### src/rtl/multicycle_ctrl.sv
// multicycle_ctrl: multi-cycle IF/ID/EX/MEM/WB control sequencer for the MIPS core.
// Instruction classes come from opcode masks, so the block also serves extended opcode sets.
// Data-memory accesses may stretch over MEM_WAIT extra cycles.
module multicycle_ctrl #(
  parameter int              OP_W       = 31,
  parameter logic [OP_W-1:0] LOAD_MASK  = 31'h01000000,
  parameter logic [OP_W-1:0] STORE_MASK = 31'h02000000,
  parameter logic [OP_W-1:0] BEQ_MASK   = 31'h04000000,
  parameter logic [OP_W-1:0] BNE_MASK   = 31'h08000000,
  parameter logic [OP_W-1:0] JUMP_MASK  = 31'h70000000,
  parameter logic [OP_W-1:0] LINK_MASK  = 31'h20000000,
  parameter int              MEM_WAIT   = 0,
  parameter int              CNT_W      = 32
) (
  input  logic             clk,
  input  logic             rst,
  input  logic [OP_W-1:0]  op,
  input  logic             zero,
  input  logic             hold,
  output logic             pc_we,
  output logic             ir_we,
  output logic             rf_we,
  output logic             dm_cs,
  output logic             dm_r,
  output logic             dm_w,
  output logic             br_taken,
  output logic [2:0]       state,
  output logic             instr_done,
  output logic             illegal,
  output logic [CNT_W-1:0] instr_cnt
);

  localparam logic [2:0] ST_IF  = 3'd0;
  localparam logic [2:0] ST_ID  = 3'd1;
  localparam logic [2:0] ST_EX  = 3'd2;
  localparam logic [2:0] ST_MEM = 3'd3;
  localparam logic [2:0] ST_WB  = 3'd4;

  localparam logic [3:0]      WAIT_INIT = 4'(MEM_WAIT);
  localparam logic [OP_W-1:0] OP_ONE    = {{(OP_W-1){1'b0}}, 1'b1};
  localparam logic [CNT_W-1:0] CNT_ONE  = {{(CNT_W-1){1'b0}}, 1'b1};

  logic [2:0]       state_q, state_d;
  logic [3:0]       wait_q, wait_d;
  logic             load_q, load_d;
  logic             store_q, store_d;
  logic             beq_q, beq_d;
  logic             bne_q, bne_d;
  logic [CNT_W-1:0] cnt_q, cnt_d;

  logic op_load, op_store, op_beq, op_bne, op_jump, op_link;
  logic op_none, op_multi, op_illegal;
  logic branch_hit;

  logic pc_we_c, ir_we_c, rf_we_c, dm_cs_c, dm_r_c, dm_w_c, br_taken_c;
  logic done_c, illegal_c;

  // Reduce the opcode against each class mask and flag empty or multi-hot opcodes.
  always_comb begin
    op_load    = |(op & LOAD_MASK);
    op_store   = |(op & STORE_MASK);
    op_beq     = |(op & BEQ_MASK);
    op_bne     = |(op & BNE_MASK);
    op_jump    = |(op & JUMP_MASK);
    op_link    = |(op & LINK_MASK);
    op_none    = (op == '0);
    op_multi   = |(op & (op - OP_ONE));
    op_illegal = op_none | op_multi;
  end

  // Sequencer: next state, wait counter, latched class flags and the raw strobes of the current phase.
  always_comb begin
    state_d    = state_q;
    wait_d     = wait_q;
    load_d     = load_q;
    store_d    = store_q;
    beq_d      = beq_q;
    bne_d      = bne_q;
    pc_we_c    = 1'b0;
    ir_we_c    = 1'b0;
    rf_we_c    = 1'b0;
    dm_cs_c    = 1'b0;
    dm_r_c     = 1'b0;
    dm_w_c     = 1'b0;
    br_taken_c = 1'b0;
    done_c     = 1'b0;
    illegal_c  = 1'b0;
    branch_hit = (beq_q & zero) | (bne_q & ~zero);

    case (state_q)
      ST_IF: begin
        if (!hold) begin
          ir_we_c = 1'b1;
          pc_we_c = 1'b1;
          state_d = ST_ID;
        end
      end

      ST_ID: begin
        if (op_illegal) begin
          illegal_c = 1'b1;
          done_c    = 1'b1;
          state_d   = ST_IF;
        end else if (op_jump) begin
          pc_we_c = 1'b1;
          rf_we_c = op_link;
          done_c  = 1'b1;
          state_d = ST_IF;
        end else begin
          load_d  = op_load;
          store_d = op_store;
          beq_d   = op_beq;
          bne_d   = op_bne;
          state_d = ST_EX;
        end
      end

      ST_EX: begin
        if (beq_q || bne_q) begin
          br_taken_c = branch_hit;
          pc_we_c    = branch_hit;
          done_c     = 1'b1;
          state_d    = ST_IF;
        end else if (load_q || store_q) begin
          wait_d  = WAIT_INIT;
          state_d = ST_MEM;
        end else begin
          state_d = ST_WB;
        end
      end

      ST_MEM: begin
        // A load wins over a store if a custom mask set ever overlaps, keeping dm_r/dm_w exclusive.
        dm_cs_c = 1'b1;
        dm_r_c  = load_q;
        dm_w_c  = store_q & ~load_q;
        if (wait_q != 4'd0) begin
          wait_d = wait_q - 4'd1;
        end else if (load_q) begin
          state_d = ST_WB;
        end else begin
          done_c  = 1'b1;
          state_d = ST_IF;
        end
      end

      ST_WB: begin
        rf_we_c = 1'b1;
        done_c  = 1'b1;
        state_d = ST_IF;
      end

      default: begin
        state_d = ST_IF;
      end
    endcase
  end

  // Retired-instruction counter: every completion except an illegal opcode, wrapping naturally.
  always_comb begin
    cnt_d = cnt_q;
    if (done_c && !illegal_c) begin
      cnt_d = cnt_q + CNT_ONE;
    end
  end

  // State, wait counter, class flags and retire counter registers.
  always_ff @(posedge clk or posedge rst) begin
    if (rst) begin
      state_q <= ST_IF;
      wait_q  <= 4'd0;
      load_q  <= 1'b0;
      store_q <= 1'b0;
      beq_q   <= 1'b0;
      bne_q   <= 1'b0;
      cnt_q   <= '0;
    end else begin
      state_q <= state_d;
      wait_q  <= wait_d;
      load_q  <= load_d;
      store_q <= store_d;
      beq_q   <= beq_d;
      bne_q   <= bne_d;
      cnt_q   <= cnt_d;
    end
  end

  // Outputs are forced low while rst is high so a reset in mid-instruction never leaks a partial write.
  always_comb begin
    pc_we      = pc_we_c    & ~rst;
    ir_we      = ir_we_c    & ~rst;
    rf_we      = rf_we_c    & ~rst;
    dm_cs      = dm_cs_c    & ~rst;
    dm_r       = dm_r_c     & ~rst;
    dm_w       = dm_w_c     & ~rst;
    br_taken   = br_taken_c & ~rst;
    instr_done = done_c     & ~rst;
    illegal    = illegal_c  & ~rst;
    state      = state_q;
    instr_cnt  = cnt_q;
  end

  // Structural invariants of the strobe set.
  always_ff @(posedge clk) begin
    if (!rst) begin
      assert (!(dm_r && dm_w));
      assert (!(rf_we && dm_w));
    end
  end

endmodule

### config.mk
export PLATFORM = sky130hd
export DESIGN_NAME = multicycle_ctrl
export DESIGN_NICKNAME = d
export VERILOG_FILES = /design/src/rtl/multicycle_ctrl.sv
export SDC_FILE = /design/constraint.sdc
export NUM_CORES = 1
export LEC_CHECK = 0
export ABC_AREA = 1
export BUFFER_PORTS_ARGS = -buffer_cell sky130_fd_sc_hd__buf_2
export CAP_MARGIN = 20
export CORE_MARGIN = 8
export CORE_UTILIZATION = 50
export DETAILED_ROUTE_END_ITERATION = 7
export GPL_TIMING_DRIVEN = 1
export HOLD_SLACK_MARGIN = 0.05
export PLACE_DENSITY = 0.88
export SLEW_MARGIN = 10
export SYNTH_ARGS = -nofsm -noshare
export SYNTH_HDL_FRONTEND = slang
export SYNTH_SLANG_ARGS = --single-unit
### constraint.sdc
create_clock -name clk -period 1.7 [get_ports clk]
set_input_delay 0.085 -clock clk [delete_from_list [all_inputs] [get_ports clk]]
set_output_delay 0.085 -clock clk [all_outputs]
set_load 0.01 [all_outputs]
==> results.json, run 1 <==
{
  "outcome": "finished with violations",
  "violations": "negative setup slack",
  "fin_crit_ns": 1.88,
  "drc_errors": 0,
  "routed_wl_um": 13500,
  "h-tree-depth": 2,
  "cts_buffers": 5,
  "cp_data_required_time_ns": 1.62,
  "seqPwrFrac_pct": 30.0,
  "final_cell_mix": "nand2_1, buf_4, buf_2",
  "synth_top_area_cell": "dfrtp_1",
  "critical_path_class": "register to output port",
  "fin_skew_ns": 0.00729,
  "synth-edff-count": 0,
  "critPathMaxFanout": 5,
  "clk_latency_ns": 0.29,
  "antenna_found_initial": 0,
  "core-area_sq_um": 6680,
  "synth_nets": 571,
  "fmax_mhz": 532,
  "period_share_pct": 111,
  "clockBufferDepth": 2,
  "place_ws_ns": -0.275,
  "netlist_top_cells_area": "dfrtp_1, nand2_1, nor2_1",
  "synthesis.instances": 533,
  "track_usage_pct": 24.9,
  "die_area_sq_um": 9720,
  "num_antenna_cells": 0,
  "hpwlAfterDp_um": 8140,
  "cts_tree": "yes",
  "start_util_pct": 51.1,
  "hp-class": "input port to register",
  "avgSynthCellArea_sq_um": 6.40,
  "grt_pass1_vias": 4396,
  "worstMarginPinSlew_ns": 0.575,
  "drive_above_1_share_pct": 43.4,
  "drt_iter0_drc": 342,
  "wl_per_cell_um": 17.1,
  "peakVddDrop_mv": 0.713,
  "setup_viol": 40,
  "grt_max_degree": 44,
  "synth-seq-cells": 43,
  "combinationalPowerShare_pct": 52.1,
  "syn_to_final_growth_pct": 54.7,
  "post-route-util_pct": 79.0,
  "syn-cell-area_sq_um": 3410,
  "clk_pin_slew_worst_paths_ns": 0.08,
  "maxCapViolCount": 0,
  "powerDensity_nw_per_um2": 704,
  "rows": 30,
  "yosys_warnings": 0,
  "finalMaxSlewViolations": 0,
  "grt_pass1_wl_um": 20200,
  "cts_root_buf": "clkbuf_8",
  "async_flop_share_pct": 100,
  "swShare_pct": 41.7,
  "maxSlewHeadroom_pct": 61.7,
  "rsz0062_at_grt": "yes",
  "grt_overflow": 0,
  "nets": 750,
  "hold_violations": 0,
  "power.leakage_nw": 2.70,
  "internal_power_mw": 2.17,
  "synth_top_cell_area_share_pct": 31.5,
  "cts_sinks": 43,
  "design_area_sq_um": 5280,
  "synth_cell_types": 28,
  "die_w_um": 98.6,
  "worstSetupEndpointType": "output port",
  "ant_nets": 0,
  "p_sw_mw": 1.55,
  "vias_per_cell": 5.75,
  "first_pass_iters": 7,
  "p_clk_share_pct": 17.9,
  "port_buffers": 78,
  "cp.arrival_ns": 1.79,
  "dr_total_vias": 4552,
  "place_area_sq_um": 4440,
  "place.gp.congestion": 0.968,
  "setup_ws_ns": -0.179,
  "worstSetupStartpointType": "register",
  "synth_top_flop_cell": "dfrtp_1",
  "ios": 79,
  "yosysSeqAreaShare_pct": 31.5,
  "final_common_cell": "nand2_1",
  "die_height_um": 98.6
}
## synthesized netlist by cell type (4+ instances only)
library cell / number
nand2_1: 178
nor2_1: 88
nand3_1: 57
dfrtp_1: 43
inv_1: 43
xor2_1: 21
nor3_1: 20
xnor2_1: 11
o21ai_0: 9
nor4_1: 7
buf_6: 6
nand4_1: 6
o21ai_1: 6
nor2_2: 5
a21oi_1: 4
clkbuf_1: 4
inv_2: 4
nor2_4: 4
## critical path: stages, from the launching register on
cell and delay (ns):
dfrtp_2 0.49, nor3_4 0.27, inv_1 0.10, buf_4 0.15
nor2_1 0.12, nand3_2 0.10, a21oi_2 0.13, buf_2 0.15
## routing by layer
layer  global-route usage (%)  part of all wire [%]  vias up
met4                     7.79                   4.3        0
met5                        0                     0        -
li1                         -                     -     2062
met3                     4.58                   8.5       81
met2                     45.2                    50      285
met1                     28.7                    37     2124
## cells by family after synthesis
| kind of cell | Yosys count | share of synthesized area (%) |
|---|---|---|
| xor gates and xnor gates | 32 | 8.21 |
| buffers and inverters | 57 | 7.59 |
| adders and majority gates | 3 | 1.10 |
| DFF | 43 | 31.5 |
| and+or+nand+nor | 374 | 47.6 |
| muxes | 1 | 0.330 |
| AOI/OAI and AO/OA | 23 | 3.63 |
## path summary, 6_finish.rpt
check | start | endpoint | slack, ns | cells past startpoint
min in group asynchronous | rst | instr_cnt[8] | 0.57 | 4
max in group asynchronous | rst | state[1] | 0.71 | 4
worst min register to register | instr_cnt[31] | instr_cnt[31] | 0.52 | 2
worst min-delay path | op[26] | beq_q | 0.09 | 3
worst max register to register | instr_cnt[4] | instr_cnt[17] | -0.11 | 9
worst max-delay path | state[2] | rf_we | -0.18 | 7
## per-stage QoR
stage / cells / power [mW] / setup TNS [ns] / hold slack [ns]
after floorplan: 533 / 1.98 / -0.0932 / 0.230
after global placement: 762 / 2.40 / -5.06 / 0.302
after detailed placement: 762 / 2.44 / -7.79 / 0.321
after CTS: 788 / 3.41 / -0.388 / 0.0863
after global routing: 792 / 3.90 / -5.79 / 0.0988
final: 792 / 3.72 / -2.60 / 0.0944
## what timing repair did
action / CTS / global route
cloned: 1 / 2
gates resized for setup: 90 / 69
pin swaps: 44 / 18
buffers inserted: 18 / 2
hold buffers: 1 / 0
endpoints found under the setup margin: 40 / 49
endpoints found under the hold margin: 43 / 0
## registers in the layout (all words and copies together) (netlist names)
register   flops
beq_q          1
state          3
bne_q          1
instr_cnt     32
store_q        1
wait_q         4
load_q         1
## power by group through the flow
stage	clock, mW	sequential [mW]	combinational (mW)
2_1_floorplan	0	1.18	0.800
6_report	0.666	1.11	1.93
4_1_cts	0.671	1.11	1.63
5_1_grt	0.713	1.12	2.07
3_5_place_dp	0	1.14	1.31
3_3_place_gp	0	1.13	1.27
## final cells by class
cell class | instances | area, sq um
clock inverter | 1 | 5.00
tap | 80 | 100
inverter | 47 | 184
clock buffer | 6 | 82.6
fill | 417 | 1400
timing repair buffer | 179 | 1260
sequential | 43 | 1080
multi-input combinational | 436 | 2570
(Power assumes the default switching activity.)
==> run 2: changes to the inputs <==
Settings changed: ABC_AREA 1 to unset, CORE_UTILIZATION 50 to 47, PLACE_DENSITY 0.88 to 0.86.
==> run 2 against run 1 <==
Effect of this change: combinational power down 59%; fmax decreased by 30%; sequential power rose by 5%; die area down 13%; critical path depth grew 5; core utilization increased by 2.5 points; sequential cell count did not move; the run still ends with negative setup slack left; sequential share of layout area grew 3.5 points; clock-buffer cell count is 1 lower; wire length shrank 5.3%; highest routed layer unchanged.
==> results.json, run 2 <==
{
  "outcome": "finished with violations",
  "violations": "negative setup slack",
  "grt_overflow": 0,
  "setup_viol": 43,
  "cp_common_cell": "buf_4",
  "netlist_top_cells_area": "dfrtp_1, xor2_1, nor2_1",
  "wl_per_cell_um": 24.2,
  "place_ws_ns": -1.01,
  "cts_buffers": 5,
  "track_usage_pct": 27.4,
  "largest_register_ff_count": 32,
  "die_w_um": 91.8,
  "startpoint": "op[3]",
  "post-route-util_pct": 81.5,
  "slowest_stage": "a2111oi_4",
  "first_pass_iters": 5,
  "syn-cell-area_sq_um": 2700,
  "period_share_pct": 158,
  "synth_cell_types": 54,
  "ios": 79,
  "critical_path_class": "input port to output port",
  "combinationalPowerShare_pct": 28.7,
  "hold_start": "op[27]",
  "dr_total_vias": 3430,
  "routed_wl_um": 12800,
  "fin_crit_ns": 2.68,
  "power.leakage_nw": 2.37,
  "die_height_um": 91.8,
  "max_stage_delay_ns": 0.40,
  "grt_pass1_vias": 3444,
  "h-tree-depth": 2,
  "cts_root_buf": "clkbuf_8",
  "hpwlAfterDp_um": 6410,
  "finalMaxSlewViolations": 0,
  "peakVddDrop_mv": 0.875,
  "drc_errors": 0,
  "drive_above_1_share_pct": 55.0,
  "setup_ws_ns": -0.983,
  "ant_nets": 0,
  "antenna_found_initial": 0,
  "cts_tree": "yes",
  "worstMarginPinSlew_ns": 0.788,
  "place.gp.congestion": 0.878,
  "port_buffers": 78,
  "rsz0062_at_grt": "yes",
  "synth-edff-count": 0,
  "nets": 493,
  "core-area_sq_um": 5540,
  "drt_iter0_drc": 372,
  "num_antenna_cells": 0,
  "timing.hold.ws_ns": 0.177,
  "reg2reg_from": "wait_q[0]",
  "async_flop_share_pct": 100,
  "synth_top_cell_area_share_pct": 39.9,
  "final_common_cell": "buf_4",
  "critPathMaxFanout": 4,
  "avgSynthCellArea_sq_um": 9.47,
  "worstSetupEndpointType": "output port",
  "fmax_mhz": 373,
  "synth_most_common_cell": "dfrtp_1",
  "synth-seq-cells": 43,
  "hp-class": "input port to register",
  "synthesis.instances": 285,
  "final_cell_mix": "buf_4, buf_2, dfrtp_1",
  "fin_skew_ns": 0.00909,
  "clk_pin_slew_worst_paths_ns": 0.09,
  "powerDensity_nw_per_um2": 611,
  "vias_per_cell": 6.50,
  "seqPwrFrac_pct": 42.0,
  "rows": 27,
  "clk_latency_ns": 0.30,
  "start_util_pct": 48.7,
  "hold_violations": 0,
  "maxCapViolCount": 0,
  "yosys_warnings": 0,
  "worstSetupStartpointType": "input port",
  "fin_total_pwr_mw": 2.76,
  "grt_max_degree": 20,
  "yosysSeqAreaShare_pct": 39.9,
  "clockBufferDepth": 2,
  "synth_top_flop_cell": "dfrtp_1",
  "cp.arrival_ns": 2.60,
  "crit_chain": "buf_2 -> buf_4 -> nor3_1 -> buf_4 -> and3_4 -> nand3_1 -> mux2_2 -> a2111oi_4 -> buf_4 -> a31oi_1 -> a2111oi_2 -> buf_2",
  "maxSlewHeadroom_pct": 46.7,
  "swShare_pct": 33.0,
  "p_sw_mw": 0.910,
  "cp_data_required_time_ns": 1.62,
  "grt_pass1_wl_um": 18300,
  "synth_nets": 323,
  "syn_to_final_growth_pct": 67.4,
  "synth_top_area_cell": "dfrtp_1",
  "internal_power_mw": 1.85,
  "cts_sinks": 43,
  "p_clk_share_pct": 29.3,
  "die_area_sq_um": 8420,
  "synth_commonest_cells": "dfrtp_1, nor2_1, nand2_1, xor2_1"
}
[run 2: cell types whose count changed in the layout (fill, tap and decap cells not counted), sizes merged, moves of 8 or more]
cell	change
inv	-40
o21ai	-9
nor2	-59
nand3	-47
nand2	-159
nor3	-8
[run 2: final timing paths]
| check | slack, ns | to | cells after the start |
|---|---|---|---|
| worst max-delay path | -0.98 | pc_we | 12 |
| worst min-delay path | 0.18 | bne_q | 3 |
| worst max register to register | -0.78 | instr_cnt[21] | 11 |
| worst min register to register | 0.47 | instr_cnt[31] | 1 |
| max in group asynchronous | 0.61 | instr_cnt[3] | 4 |
| min in group asynchronous | 0.48 | instr_cnt[19] | 3 |
[run 2: logic make-up after synthesis]
family,synth area share (%)
adder cells (fa/ha/maj),1.76
multiplexers,2.92
buffers and inverters,2.46
AND/OR/NAND/NOR,31.2
flip-flops,39.9
XOR/XNOR,10.7
AO/OA/AOI/OAI,11.1
[run 2: cell type report]
type	instances	area, sq um
tap	72	90.1
timing repair buffer	172	1220
clock buffer	5	68.8
inverter	7	26.3
clock inverter	3	43.8
sequential	43	1080
multi-input combinational	226	1990
fill	268	1020
[run 2: power groups by stage]
| stage | Clock, mW | Sequential, mW | Combinational (mW) |
|---|---|---|---|
| 2_1_floorplan | 0 | 1.20 | 0.253 |
| 3_3_place_gp | 0 | 1.16 | 0.590 |
| 3_5_place_dp | 0 | 1.17 | 0.615 |
| 4_1_cts | 0.816 | 1.15 | 0.746 |
| 5_1_grt | 0.836 | 1.16 | 0.836 |
| 6_report | 0.808 | 1.16 | 0.792 |
[run 2: repair_timing]
item	in CTS	in global routing
resized for setup	68	22
setup buffers	8	7
endpoints found under the setup margin	43	47
gates cloned	3	0
hold endpoints to repair	8	0
hold buffers	1	0
pin swaps	40	21
[run 2: critical path: cells and delay by family]
| family | cells | cell delay [ns] |
|---|---|---|
| multiplexers | 1 | 0.34 |
| buffers and inverters | 5 | 0.85 |
| AO/OA/AOI/OAI | 3 | 0.80 |
| AND/OR/NAND/NOR | 3 | 0.54 |
[run 2: routing by layer]
layer | vias to the layer above | track usage, % | share of wire, %
li1 | 1366 | - | -
met1 | 1627 | 28.4 | 33
met2 | 310 | 47.7 | 48
met3 | 127 | 6.28 | 9.5
met4 | 0 | 20.4 | 9.7
met5 | - | 0 | 0
[run 2: metrics by stage]
step	TNS [ns]	std cells	area, sq um
final	-33.81	528	4520
after CTS	-24.02	524	4410
after detailed placement	-37.06	505	3830
after global routing	-38.99	528	4520
after floorplan	-27.06	285	2770
after global placement	-35.11	505	3830
==> run 3: changes to the inputs <==
Settings changed: CORE_ASPECT_RATIO set to 0.9.
==> run 3 against run 2 <==
Effect of this change: the run still ends with negative setup slack left; power rose by 1.5%; sequential cell count stayed put; cell area grew 4.0%; via count decreased by 2.4%; die area about the same.
==> results.json, run 3 (same netlist as run 2, synthesis figures left out) <==
{
  "outcome": "finished with violations",
  "violations": "negative setup slack",
  "period_share_pct": 155,
  "h-tree-depth": 2,
  "place_area_sq_um": 3860,
  "power.leakage_nw": 2.44,
  "startpoint": "op[25]",
  "dr.max_layer_used": "met4",
  "largest_register_ff_count": 32,
  "antenna_found_initial": 0,
  "setup_viol": 44,
  "crit_path_end": "pc_we",
  "maxCapViolCount": 0,
  "fin_skew_ns": 0.0180,
  "cts_root_buf": "clkbuf_8",
  "combinationalPowerShare_pct": 28.3,
  "final_cell_mix": "buf_4, buf_2, dfrtp_1",
  "die_height_um": 87.9,
  "fin_total_pwr_mw": 2.80,
  "rows": 26,
  "cts_sinks": 43,
  "clockBufferDepth": 2,
  "clk_pin_slew_worst_paths_ns": 0.09,
  "die_w_um": 95.9,
  "dr_total_vias": 3348,
  "syn_to_final_growth_pct": 74.1,
  "r2r_cells": 10,
  "track_usage_pct": 27.0,
  "instances_no_fill": 532,
  "r2r_end": "instr_cnt[29]",
  "clk_latency_ns": 0.31,
  "ios": 79,
  "internal_power_mw": 1.87,
  "ant_nets": 0,
  "hpwlAfterDp_um": 6510,
  "drc_errors": 0,
  "powerDensity_nw_per_um2": 596,
  "maxSlewHeadroom_pct": 54.5,
  "wl_met2_um": 5970,
  "cts_tree": "yes",
  "swShare_pct": 33.4,
  "design_area_sq_um": 4700,
  "post-route-util_pct": 83.9,
  "core-area_sq_um": 5600,
  "drive_above_1_share_pct": 56.7,
  "final_common_cell": "buf_4",
  "hp-class": "input port to register",
  "cp_data_required_time_ns": 1.62,
  "worstMarginPinSlew_ns": 0.673,
  "place_ws_ns": -1.10,
  "setup_ws_ns": -0.940,
  "grt_overflow": 0,
  "hold_violations": 0,
  "first_pass_iters": 5,
  "start_util_pct": 48.2,
  "seqPwrFrac_pct": 42.0,
  "p_clk_share_pct": 29.7,
  "route.layer.met1.wl_um": 4370,
  "p_sw_mw": 0.934,
  "slowest_stage": "or4_4",
  "die_area_sq_um": 8420,
  "peakVddDrop_mv": 0.640,
  "port_buffers": 78,
  "critPathMaxFanout": 3,
  "cp.arrival_ns": 2.56,
  "crit_chain": "buf_2 -> or4_4 -> buf_6 -> nor2_4 -> nand4_1 -> a22o_1 -> a2111oi_4 -> buf_4 -> a31oi_4 -> a2111oi_4 -> buf_2",
  "rsz0062_at_grt": "yes",
  "finalMaxSlewViolations": 0,
  "worstSetupEndpointType": "output port",
  "grt_pass1_wl_um": 17700,
  "grt_max_degree": 38,
  "setup_tns_ns": -33.21,
  "wl_met3_um": 1070,
  "reg2reg_from": "wait_q[1]",
  "grt_pass1_vias": 3423,
  "placedCellCount": 508,
  "worstSetupStartpointType": "input port",
  "rrSetupSlack_ns": -0.83,
  "wl_per_cell_um": 23.0,
  "routed_wl_um": 12200,
  "cts_buffers": 5,
  "timing.hold.ws_ns": 0.157,
  "critical_path_class": "input port to output port",
  "max_stage_delay_ns": 0.53,
  "fin_crit_ns": 2.64,
  "num_antenna_cells": 0,
  "vias_per_cell": 6.29,
  "nets": 499,
  "drt_iter0_drc": 275,
  "fmax_mhz": 379,
  "place.gp.congestion": 0.871
}
## run 3: final cells by class
class / count / area (sq um)
fillers: 273 / 898
flip-flops and latches: 43 / 1080
clock inverters: 3 / 43.8
repair buffers: 178 / 1320
inverters: 7 / 26.3
well taps: 70 / 87.6
multi-input cells: 226 / 2080
clock buffers: 5 / 68.8
## run 3: worst min path at each step
stage,cells after the start,endpoint,startpoint
after detailed placement,2,state[1],rst
final,3,bne_q,op[27]
after CTS,3,beq_q,op[26]
after global routing,3,bne_q,op[27]
after floorplan,1,ir_we,hold
after global placement,2,state[1],rst
## run 3: critical path: cells and delay by family
kind,cells,cell delay [ns]
AOI/OAI and AO/OA,4,1.06
and+or+nand+nor,3,0.73
buffers and inverters,4,0.67
## run 3: what timing repair did
action | in CTS | in global routing
hold endpoints to repair | 6 | 0
buffers inserted | 4 | 7
gates resized for setup | 56 | 46
pin swaps | 16 | 36
endpoints found under the setup margin | 45 | 46
gates cloned | 3 | 1
hold buffers | 1 | 0
## run 3: per-layer routing
layer	up-vias	global-route usage, %
met1	1612	30.3
met5	-	0
met4	0	16.5
met3	93	7.03
li1	1392	-
met2	251	44.8
## run 3: power groups by stage
stage	clock network [mW]	registers [mW]	logic, mW
floorplan	0	1.20	0.253
global placement	0	1.17	0.572
finish	0.830	1.18	0.794
global route	0.866	1.18	0.849
CTS	0.828	1.16	0.722
detailed placement	0	1.18	0.593
